[src/rtl/serial_add_ctrl.sv]
// Bit-serial add/subtract sequencer: one 1-bit full adder stepped LSB-first
// through a registered carry, with start/busy/done handshake.
module serial_add_ctrl #(
  parameter int unsigned WIDTH = 8,
  parameter int unsigned CW    = 4
) (
  input  logic             clk,
  input  logic             rst,
  input  logic             start,
  input  logic             sub,
  input  logic [WIDTH-1:0] a,
  input  logic [WIDTH-1:0] b,
  output logic             busy,
  output logic             done,
  output logic [WIDTH-1:0] result,
  output logic             cout,
  output logic             ovf
);

  typedef enum logic [1:0] {IDLE, SHIFT, DONE} state_t;

  state_t           state_q, state_d;
  logic [WIDTH-1:0] a_sr_q, a_sr_d;
  logic [WIDTH-1:0] b_sr_q, b_sr_d;
  logic [WIDTH-1:0] res_q, res_d;
  logic [CW-1:0]    cnt_q, cnt_d;
  logic             carry_q, carry_d;
  logic             cmsb_q, cmsb_d;
  logic             busy_q, busy_d;
  logic             done_q, done_d;
  logic             cout_q, cout_d;
  logic             ovf_q, ovf_d;

  logic [1:0]       fa;
  logic             s_bit;
  logic             c_next;

  // The single shared full-adder cell.
  assign fa     = {1'b0, a_sr_q[0]} + {1'b0, b_sr_q[0]} + {1'b0, carry_q};
  assign s_bit  = fa[0];
  assign c_next = fa[1];

  always_comb begin
    state_d = state_q;
    a_sr_d  = a_sr_q;
    b_sr_d  = b_sr_q;
    res_d   = res_q;
    cnt_d   = cnt_q;
    carry_d = carry_q;
    cmsb_d  = cmsb_q;
    busy_d  = busy_q;
    done_d  = done_q;
    cout_d  = cout_q;
    ovf_d   = ovf_q;
    case (state_q)
      IDLE, DONE: begin
        if (state_q == DONE) begin
          done_d  = 1'b0;
          state_d = IDLE;
        end
        if (start) begin
          // Subtraction as a + ~b + 1, the +1 entering as the initial carry.
          a_sr_d  = a;
          b_sr_d  = sub ? ~b : b;
          carry_d = sub;
          cnt_d   = '0;
          busy_d  = 1'b1;
          done_d  = 1'b0;
          cout_d  = 1'b0;
          ovf_d   = 1'b0;
          state_d = SHIFT;
        end
      end
      SHIFT: begin
        res_d   = {s_bit, res_q[WIDTH-1:1]};
        a_sr_d  = a_sr_q >> 1;
        b_sr_d  = b_sr_q >> 1;
        carry_d = c_next;
        cnt_d   = cnt_q + CW'(1);
        if (cnt_q == CW'(WIDTH - 2)) cmsb_d = c_next;
        if (cnt_q == CW'(WIDTH - 1)) begin
          cout_d  = c_next;
          ovf_d   = cmsb_q ^ c_next;
          busy_d  = 1'b0;
          done_d  = 1'b1;
          state_d = DONE;
        end
      end
      default: state_d = IDLE;
    endcase
  end

  always_ff @(posedge clk) begin
    if (rst) begin
      state_q <= IDLE;
      a_sr_q  <= '0;
      b_sr_q  <= '0;
      res_q   <= '0;
      cnt_q   <= '0;
      carry_q <= 1'b0;
      cmsb_q  <= 1'b0;
      busy_q  <= 1'b0;
      done_q  <= 1'b0;
      cout_q  <= 1'b0;
      ovf_q   <= 1'b0;
    end else begin
      state_q <= state_d;
      a_sr_q  <= a_sr_d;
      b_sr_q  <= b_sr_d;
      res_q   <= res_d;
      cnt_q   <= cnt_d;
      carry_q <= carry_d;
      cmsb_q  <= cmsb_d;
      busy_q  <= busy_d;
      done_q  <= done_d;
      cout_q  <= cout_d;
      ovf_q   <= ovf_d;
    end
  end

  assign busy   = busy_q;
  assign done   = done_q;
  assign result = res_q;
  assign cout   = cout_q;
  assign ovf    = ovf_q;

endmodule

[config.mk]
export PLATFORM = sky130hd
export DESIGN_NAME = serial_add_ctrl
export DESIGN_NICKNAME = d
export VERILOG_FILES = /design/src/rtl/serial_add_ctrl.sv
export SDC_FILE = /design/constraint.sdc
export NUM_CORES = 1
export LEC_CHECK = 0
export BUFFER_PORTS_ARGS = -buffer_cell sky130_fd_sc_hd__buf_2
export CAP_MARGIN = 20
export CORE_MARGIN = 2
export CORE_UTILIZATION = 30
export CTS_CLUSTER_SIZE = 16
export DETAILED_ROUTE_END_ITERATION = 7
export GPL_TIMING_DRIVEN = 0
export HOLD_SLACK_MARGIN = 0.05
export PLACE_DENSITY = 0.47
export SETUP_SLACK_MARGIN = 0.05
export SYNTH_ARGS = -nofsm -noshare
export SYNTH_HDL_FRONTEND = slang
export SYNTH_SLANG_ARGS = --single-unit
export TNS_END_PERCENT = 50
[constraint.sdc]
create_clock -name clk -period 2.35 [get_ports clk]
set_input_delay 0.3525 -clock clk [delete_from_list [all_inputs] [get_ports clk]]
set_output_delay 0.3525 -clock clk [all_outputs]
set_load 0.01 [all_outputs]
==> results of run 1 <==
## metrics by stage
step	total power, mW	hold WS [ns]	utilization, %	instance area [um^2]
after CTS	1.30	0.300	37.1	1870
after global routing	1.34	0.310	37.1	1870
final	1.27	0.312	37.1	1870
after detailed placement	0.838	0.445	35.3	1780
after floorplan	0.778	0.444	-	1550
after global placement	0.838	0.449	35.3	1780
## metal layers
layer	vias to the layer above	wire (um)
li1	705	-
met1	645	1920
met2	32	1680
met3	8	157
met4	0	72
met5	-	0
## logic make-up after synthesis
logic type	after synthesis	share of synthesized area, %
adder cells (fa/ha/maj)	3	2.91
XOR/XNOR	9	5.09
AO/OA/AOI/OAI	52	20.0
buffers and inverters	21	6.14
flip-flops	36	46.5
AND/OR/NAND/NOR	59	18.6
multiplexers	1	0.727
## layout make-up
cell class | count | area, um^2 | share of cell area, %
timing repair buffer | 29 | 145 | 7.75
clock buffer | 8 | 90.1 | 4.81
inverter | 5 | 18.8 | 1.00
sequential | 36 | 721 | 38.5
multi-input combinational | 124 | 733 | 39.2
tap | 70 | 87.6 | 4.68
buffer | 16 | 76.3 | 4.08
## cells in the mapped netlist
master / n
nand3b_1: 1
nand2_1: 17
a22oi_1: 14
nand3_1: 20
o211ai_1: 3
a31oi_1: 1
xor2_1: 9
or3_1: 3
nor2b_1: 2
buf_4: 1
a2bb2oi_1: 1
buf_1: 2
nand4_1: 1
nor3b_1: 1
and2b_1: 1
a211oi_1: 1
and4_1: 1
nor2_1: 7
inv_1: 5
dfxtp_1: 36
mux2_2: 1
a21oi_1: 31
ha_1: 2
nor3_1: 2
buf_2: 10
nand2b_1: 3
fa_1: 1
clkbuf_1: 3
o21ai_0: 1
## worst max path at each step
stage / startpoint / to / slack, ns / cells after the start
after global placement: a_sr_q[0] / ovf / 0.79 / 5
after detailed placement: a_sr_q[0] / ovf / 0.80 / 5
final: a_sr_q[0] / ovf / 0.78 / 5
after CTS: a_sr_q[0] / ovf / 0.77 / 5
after global routing: a_sr_q[0] / ovf / 0.68 / 5
after floorplan: a_sr_q[0] / ovf / 0.90 / 5
## power by group through the flow
stage	clock network, mW	logic [mW]	registers, mW
final	0.451	0.166	0.656
after floorplan	0	0.110	0.668
after global placement	0	0.168	0.671
after global routing	0.493	0.187	0.659
after CTS	0.471	0.170	0.656
after detailed placement	0	0.169	0.670
## registers in the layout, summed over array words and instances (netlist names)
signal / cells
cmsb_q: 1
cout: 1
carry_q: 1
b_sr_q: 8
cnt_q: 4
state_q: 2
busy: 1
result: 8
ovf: 1
done: 1
a_sr_q: 8
## worst max-delay path: cells and delay by family (launching register included)
family / cells / cell delay (ns)
compound gates: 1 / 0.14
flops: 1 / 0.34
buf+inv: 1 / 0.06
fa+ha+maj: 1 / 0.49
simple gates: 1 / 0.31
xor+xnor: 1 / 0.16
==> reports/qor.yml, run 1 <==
outcome:
  status: "complete, no violations"
yosys:
  synth.avg_cell_area_um2: 8.56
  synth-seq-cells: 36
  yosysTopAreaCellShare_pct: 46.5
  syn_inst: 181
  netlist_area_mm2: 0.00155
  synth_cell_types: 29
  yosys.area.top_type: "dfxtp_1"
  ys_top_cells_by_area: "dfxtp_1 (47%), a21oi_1 (10%), a22oi_1 (6.8%)"
  syn-num-nets: 204
  synth_seq_area_share_pct: 46.5
  yosys_warnings: 0
routing:
  num_vias: 1390
  wl_per_cell_um: 13.3
  wl_um: 3830
  drtPass1Iterations: 4
  drc: 0
  drt-vias-per-instance: 4.83
  ant_nets: 0
  drtIter0Drc: 59
power:
  combPwrFrac_pct: 13.1
  leakage_nw: 0.727
  pwr-share-clk_pct: 35.4
  p_per_area_mw_per_mm2: 681
  p_sw_share_pct: 26.0
  p_int_uw: 942
  p_switching_uw: 332
  ir_worst_vdd_mv: 0.340
  sequentialPowerShare_pct: 51.5
final_layout:
  fillers: 530
  layout_commonest_cell: "buf_2"
  layout.nets: 240
  final_cell_mix: "buf_2 (39), dfxtp_1 (36), a21oi_1 (31), nand3_1 (20), nand2_1 (17)"
  diodes: 0
  stdcell_count: 288
  area_growth_pct: 20.8
  drive_above_1_share_pct: 21.6
cts:
  cts_hold_buf: 0
  cts_max_path_buffers: 2
  cts_num_sinks: 36
  htreeDepth: 2
  postCtsSetupBuffers: 0
  cts_buffers: 5
  clock_latency_ns: 0.28
  path_clk_slew_ns: 0.07
  root_buffer: "clkbuf_8"
  cts_tree: "yes"
  cts-resized-gates: 0
sta:
  maxSlewHeadroom_pct: 65.1
  worst_slack_ns: 0.780
  rsz0062_at_grt: "false"
  tns_ns: 0
  final.period_utilization_pct: 66.8
  fin_skew_ns: 0.00486
  drv_slew: 0
  worst_pin_slew_ns: 0.523
  finalCriticalPeriod_ns: 1.57
  setup-violations-final: 0
  max_freq_mhz: 637
  finalHoldViolations: 0
die:
  core-area_mm2: 0.00504
  die_w_um: 75.9
  fp-row-count: 26
  io_pins: 32
  dieArea_mm2: 0.00575
  dieHeight_um: 75.9
  start_util_pct: 30.7
critical_path:
  rr_endpoint: "ovf"
  critPathMaxFanout: 4
  r2r_cells: 5
  critical_path.max_stage_delay_ns: 0.49
  crit_path_end_kind: "register"
  crit_arrival_ns: 1.78
  crit_path_start_kind: "register"
  regToRegSetupSlack_ns: 0.78
  required_ns: 2.56
  crit_type: "reg -> reg"
  reg2reg_from: "a_sr_q[0]"
  crit_path_top_delay_cell: "fa_1"
  path_cells: "inv_1, fa_1, xor2_1, or3_1, a21oi_1"
min_path:
  hold_start: "a[7]"
  worstHoldEndpoint: "a_sr_q[7]"
  hold_class: "in -> reg"
  holdPathStages: 3
grt:
  grt_pass1_wl_um: 6220
  use_met1_pct: 18.2
  grt_use_met3_pct: 3.97
  first_global_vias: 1336
  grt_max_degree: 11
  antenna_found_initial: 0
  busiest_layer: "met2"
  grt_usage_pct: 14.7
  grtUsageMet2_pct: 23.8
  overflow: 0
placed_design:
  port_buffers: 29
  dp_cells: 280
  dp_hpwl_um: 2600
  gp_congestion: 0.720
  dp_worst_setup_slack_ns: 0.797
run:
  max_cap_viol_count: 0
Note: power is estimated with default switching activity, not from simulation.
==> run 2, diff against run 1 <==
==> constraint.sdc (replaced) <==
create_clock -name clk -period 1.6 [get_ports clk]
set_input_delay 0.24 -clock clk [delete_from_list [all_inputs] [get_ports clk]]
set_output_delay 0.24 -clock clk [all_outputs]
set_load 0.01 [all_outputs]
==> run 2 against run 1 <==
  * Clock skew barely moved
  * Routed wire length fell by 0.10%
  * Count of clock-buffer cells in the layout did not move
  * Clock power rose by 47%
  * Largest power group unchanged
  * Global-route usage barely moved
  * Design area rose by 0.13%
  * Final cell count did not move
  * Core utilization barely moved
==> reports/qor.yml, run 2 (synthesis gave the netlist of run 1 again) <==
outcome:
  status: "complete, no violations"
sta:
  rsz0062_at_grt: "false"
  worst_pin_slew_ns: 0.524  # +0.00124 ns
  finalCriticalPeriod_ns: 1.47  # -0.100 ns
  max_freq_mhz: 680  # +6.8%
  finalHoldViolations: 0  # unchanged
  worst_slack_ns: 0.130  # -0.650 ns
  maxSlewHeadroom_pct: 65.0  # -0.083 points
  final.period_utilization_pct: 91.9  # +25 points
  drv_slew: 0  # unchanged
  fin_skew_ns: 0.00507  # +0.000209 ns
  setup-violations-final: 0  # unchanged
  tns_ns: 0  # unchanged
routing:
  met3_length_um: 154  # -1.9%
  top_layer: "met4"
  drc: 0  # unchanged
  ant_nets: 0  # unchanged
  met2_length_um: 1710  # +2.0%
  drtIter0Drc: 50  # -15%
  drtPass1Iterations: 4  # unchanged
  wl_per_cell_um: 13.3  # -0.10%
  drt-vias-per-instance: 4.81  # -0.43%
  wl_um: 3820  # -0.10%
  wl_met1_um: 1880  # -1.8%
  num_vias: 1384  # -0.43%
placed_design:
  gp_congestion: 0.720  # unchanged
  dp_worst_setup_slack_ns: 0.0466  # -0.750 ns
  dp_cells: 280  # unchanged
  port_buffers: 29  # unchanged
  dp_hpwl_um: 2600  # unchanged
critical_path:
  crit_path_top_delay_cell: "fa_2"
  crit_type: "reg -> reg"
  crit_buf_inv: 1  # unchanged
  regToRegSetupSlack_ns: 0.13  # -0.65 ns
  reg2reg_from: "carry_q"
  crit_path_start_kind: "register"
  path_cells: "inv_1, fa_2, xor2_1, or3_1, a21oi_1"
  critPathMaxFanout: 4  # unchanged
  crit_arrival_ns: 1.68  # -0.10 ns
  crit_family: "adder cells"
  critical_path.max_stage_delay_ns: 0.42  # -0.07 ns
  crit_path_end_kind: "register"
  r2r_cells: 5  # unchanged
  rr_endpoint: "ovf"
  required_ns: 1.81  # -0.75 ns
final_layout:
  drive_above_1_share_pct: 22.0  # +0.46 points
  stdcell_count: 288  # unchanged
  layout_commonest_cell: "buf_2"
  diodes: 0  # unchanged
  layout.nets: 240  # unchanged
  area_growth_pct: 21.0
  final_cell_mix: "buf_2 (39), dfxtp_1 (36), a21oi_1 (31), nand3_1 (20), nand2_1 (17)"
grt:
  first_global_vias: 1336  # unchanged
  grt_pass1_wl_um: 6200  # -0.21%
  grt_max_degree: 11  # unchanged
  antenna_found_initial: 0  # unchanged
  overflow: 0  # unchanged
  grt_usage_pct: 14.7  # -0.027 points
min_path:
  worstHoldEndpoint: "a_sr_q[7]"
  hold_start: "a[7]"
  hold_class: "in -> reg"
  holdPathStages: 3  # unchanged
cts:
  cts_max_path_buffers: 2  # unchanged
  cts_buffers: 5  # unchanged
  clock_latency_ns: 0.28  # about the same
  cts_tree: "yes"
  root_buffer: "clkbuf_8"
  htreeDepth: 2  # unchanged
  postCtsSetupBuffers: 0  # unchanged
  path_clk_slew_ns: 0.07  # about the same
  cts_num_sinks: 36  # unchanged
  cts_hold_buf: 0  # unchanged
die:
  core-area_mm2: 0.00504  # unchanged
  dieHeight_um: 75.9  # unchanged
  start_util_pct: 30.7  # unchanged
  io_pins: 32  # unchanged
  fp-row-count: 26  # unchanged
  dieArea_mm2: 0.00575  # unchanged
  die_w_um: 75.9  # unchanged
power:
  p_per_area_mw_per_mm2: 998  # +47%
  leakage_nw: 0.728  # about the same
  ir_worst_vdd_mv: 0.499  # +47%
run:
  max_cap_viol_count: 0  # unchanged
-- run 2: cell counts in the layout (fill, tap and decap cells not counted) --
No cell type changed its count.
-- run 2: worst register-to-register path: stages, from the launching register on --
cell,delay (ns)
dfxtp_1,0.33
inv_1,0.06
fa_2,0.42
xor2_1,0.15
or3_1,0.30
a21oi_1,0.14
-- run 2: stage by stage --
step / hold WS (ns) / util [%] / area (um^2) / total power, mW
4_1_cts: 0.188 / 37.2 / 1870 / 1.91
5_1_grt: 0.198 / 37.2 / 1870 / 1.97
6_report: 0.200 / 37.2 / 1870 / 1.87
2_1_floorplan: 0.376 / - / 1550 / 1.14
3_3_place_gp: 0.449 / 35.3 / 1780 / 1.23
3_5_place_dp: 0.445 / 35.3 / 1780 / 1.23
-- run 2: final cells by class --
type,instances,area [um^2]
Buffer,16,76.3
Clock buffer,8,90.1
Fill cell,529,3170
Inverter,5,18.8
Multi-Input combinational cell,124,736
Sequential cell,36,721
Tap cell,70,87.6
Timing Repair Buffer,29,145
-- run 2: power breakdown --
part	internal, mW	switching (mW)	total [mW]
Combinational	0.0941	0.152	0.246
Clock	0.351	0.310	0.661
Sequential	0.939	0.0247	0.964
-- run 2: how the worst max path moves through the flow --
stage | start | endpoint | depth (start not counted)
6_report | carry_q | ovf | 5
3_5_place_dp | a_sr_q[0] | ovf | 5
4_1_cts | a_sr_q[0] | ovf | 5
5_1_grt | carry_q | ovf | 5
2_1_floorplan | a_sr_q[0] | ovf | 5
3_3_place_gp | a_sr_q[0] | ovf | 5
-- run 2: what timing repair did --
| item | CTS | global route |
|---|---|---|
| gates cloned | 0 | 0 |
| pin swaps | 0 | 1 |
| endpoints found under the setup margin | 1 | 1 |
| gates resized for setup | 1 | 0 |
-- run 2: layer usage --
layer  vias to the layer above  GRT usage (%)
met1                       640           18.1
met4                         0           7.02
met3                         8           3.97
met5                         -              0
met2                        30           23.8
li1                        706              -
==> run 3, diff against run 2 <==
--- a/config.mk
+++ b/config.mk
@@ -7,13 +7,15 @@
 export LEC_CHECK = 0
 export BUFFER_PORTS_ARGS = -buffer_cell sky130_fd_sc_hd__buf_2
 export CAP_MARGIN = 20
+export CELL_PAD_IN_SITES_DETAIL_PLACEMENT = 2
+export CELL_PAD_IN_SITES_GLOBAL_PLACEMENT = 2
 export CORE_MARGIN = 2
 export CORE_UTILIZATION = 30
 export CTS_CLUSTER_SIZE = 16
 export DETAILED_ROUTE_END_ITERATION = 7
 export GPL_TIMING_DRIVEN = 0
 export HOLD_SLACK_MARGIN = 0.05
-export PLACE_DENSITY = 0.47
+export PLACE_DENSITY = 0.73
 export SETUP_SLACK_MARGIN = 0.05
 export SYNTH_ARGS = -nofsm -noshare
 export SYNTH_HDL_FRONTEND = slang
==> run 3 against run 2 <==
  * Die area stayed put
  * Register-to-register slack barely moved
  * Largest cell class unchanged
  * Design area grew 0.93%
  * Sequential power is 0.4% higher
  * Critical path depth is the same
  * Clock skew hardly changed
==> reports/qor.yml, run 3 (synthesis gave the netlist of run 1 again) <==
sta:
  drv_slew: 0  # unchanged
  rsz0062_at_grt: "false"
  worst_pin_slew_ns: 0.514  # -0.0107 ns
  finalCriticalPeriod_ns: 1.47  # +0.000884 ns
  finalHoldViolations: 0  # unchanged
  setup-violations-final: 0  # unchanged
  final.period_utilization_pct: 91.9  # about the same
  tns_ns: 0  # unchanged
  maxSlewHeadroom_pct: 65.8  # +0.71 points
  fin_skew_ns: 0.00509  # +0.0000247 ns
  max_freq_mhz: 680  # about the same
run:
  max_cap_viol_count: 0  # unchanged
critical_path:
  regToRegSetupSlack_ns: 0.13  # about the same
  required_ns: 1.82  # about the same
  r2r_cells: 5  # unchanged
  rr_endpoint: "ovf"
  reg2reg_from: "carry_q"
  crit_type: "reg -> reg"
  crit_path_start_kind: "register"
  crit_path_end_kind: "register"
  crit_arrival_ns: 1.69  # about the same
  critPathMaxFanout: 4  # unchanged
cts:
  cts_buffers: 5  # unchanged
  cts_max_path_buffers: 2  # unchanged
  path_clk_slew_ns: 0.07  # about the same
  cts_num_sinks: 36  # unchanged
  htreeDepth: 2  # unchanged
  cts_tree: "yes"
  clock_latency_ns: 0.29  # about the same
  root_buffer: "clkbuf_8"
routing:
  drtIter0Drc: 107  # +110%
  drtPass1Iterations: 4  # unchanged
  wl_um: 4680  # +22%
  wl_per_cell_um: 16.1  # +22%
  drt-vias-per-instance: 5.08  # +5.8%
  drc: 0  # unchanged
  num_vias: 1474  # +6.5%
  ant_nets: 0  # unchanged
final_layout:
  diodes: 0  # unchanged
  area_growth_pct: 22.1
  final_cell_mix: "buf_2 (39), dfxtp_1 (34), a21oi_1 (31), nand3_1 (20), nand2_1 (17)"
  drive_above_1_share_pct: 23.6  # +1.6 points
  layout_commonest_cell: "buf_2"
  layout.nets: 242  # +0.83%
min_path:
  worstHoldEndpoint: "a_sr_q[7]"
  hold_class: "in -> reg"
  holdPathStages: 3  # unchanged
  hold_start: "a[7]"
die:
  io_pins: 32  # unchanged
  core-area_mm2: 0.00504  # unchanged
  die_w_um: 75.9  # unchanged
  fp-row-count: 26  # unchanged
  start_util_pct: 30.7  # unchanged
  dieHeight_um: 75.9  # unchanged
  dieArea_mm2: 0.00575  # unchanged
grt:
  grt_pass1_wl_um: 7710  # +24%
  grt_usage_pct: 18.4  # +3.7 points
  grtUsageMet2_pct: 32.2  # +8.4 points
  grt_max_degree: 11  # unchanged
  use_met1_pct: 21.7  # +3.6 points
  first_global_vias: 1549  # +16%
  overflow: 0  # unchanged
  grt_use_met3_pct: 4.63  # +0.66 points
  antenna_found_initial: 0  # unchanged
  busiest_layer: "met2"
placed_design:
  dp_hpwl_um: 3420  # +32%
  gp_congestion: 0.724  # +0.67%
  port_buffers: 29  # unchanged
power:
  p_per_area_mw_per_mm2: 999  # +0.12%
  ir_worst_vdd_mv: 0.438  # -12%
  leakage_nw: 0.737  # +1.2%
  power_mw: 1.89  # +1.1%
outcome:
  status: "complete, no violations"
run 3: cell count changes in the layout (fill, tap and decap cells not counted):
| cell | before | now |
|---|---|---|
| buf_4 | 1 | 3 |
| dfxtp_1 | 36 | 34 |
| dfxtp_2 | 0 | 2 |
run 3: what timing repair did:
item	in CTS	in global routing
buffers inserted	0	2
gates resized for setup	1	2
pin swaps	0	1
hold buffers	0	0
cloned	0	0
setup endpoints to repair	1	1
run 3: worst max path at each step:
stage               from   to  slack [ns]  depth (start not counted)
2_1_floorplan  a_sr_q[0]  ovf        0.15                          5
3_3_place_gp   a_sr_q[0]  ovf        0.06                          5
3_5_place_dp   a_sr_q[0]  ovf        0.03                          5
4_1_cts        a_sr_q[0]  ovf         0.1                          5
5_1_grt          carry_q  ovf        0.06                          5
6_report         carry_q  ovf        0.13                          5
run 3: worst max-delay path: stages (launching register included):
cell,delay (ns)
dfxtp_2,0.33
inv_1,0.05
fa_2,0.43
xor2_1,0.16
or3_1,0.30
a21oi_1,0.14
run 3: metrics by stage:
| stage | util [%] | setup WS, ns | hold slack, ns | std cells | instance area, um^2 |
|---|---|---|---|---|---|
| 2_1_floorplan | - | 0.149 | 0.376 | 181 | 1550 |
| 3_3_place_gp | 35.3 | 0.0601 | 0.441 | 280 | 1780 |
| 3_5_place_dp | 35.3 | 0.0285 | 0.462 | 280 | 1780 |
| 4_1_cts | 37.2 | 0.0967 | 0.193 | 288 | 1870 |
| 5_1_grt | 37.5 | 0.0559 | 0.206 | 290 | 1890 |
| 6_report | 37.5 | 0.129 | 0.207 | 290 | 1890 |
run 3: cell type report:
type | count | area, um^2
Buffer | 16 | 76.3
Clock buffer | 8 | 90.1
Fill cell | 600 | 3150
Inverter | 5 | 18.8
Multi-Input combinational cell | 124 | 736
Sequential cell | 36 | 723
Tap cell | 70 | 87.6
Timing Repair Buffer | 31 | 160
run 3: power breakdown:
group	switching [mW]	total [mW]	leakage [nW]	internal, mW
logic	0.162	0.255	0.397	0.0933
registers	0.0281	0.968	0.295	0.940
clock network	0.317	0.668	0.0455	0.351
run 3: layer usage:
metal / wire (um) / vias up / share of wire, %
met2: 2320 / 34 / 49
met1: 2070 / 729 / 44
met3: 225 / 7 / 4.8
li1: - / 704 / -
met5: 0 / - / 0
met4: 65 / 0 / 1.4
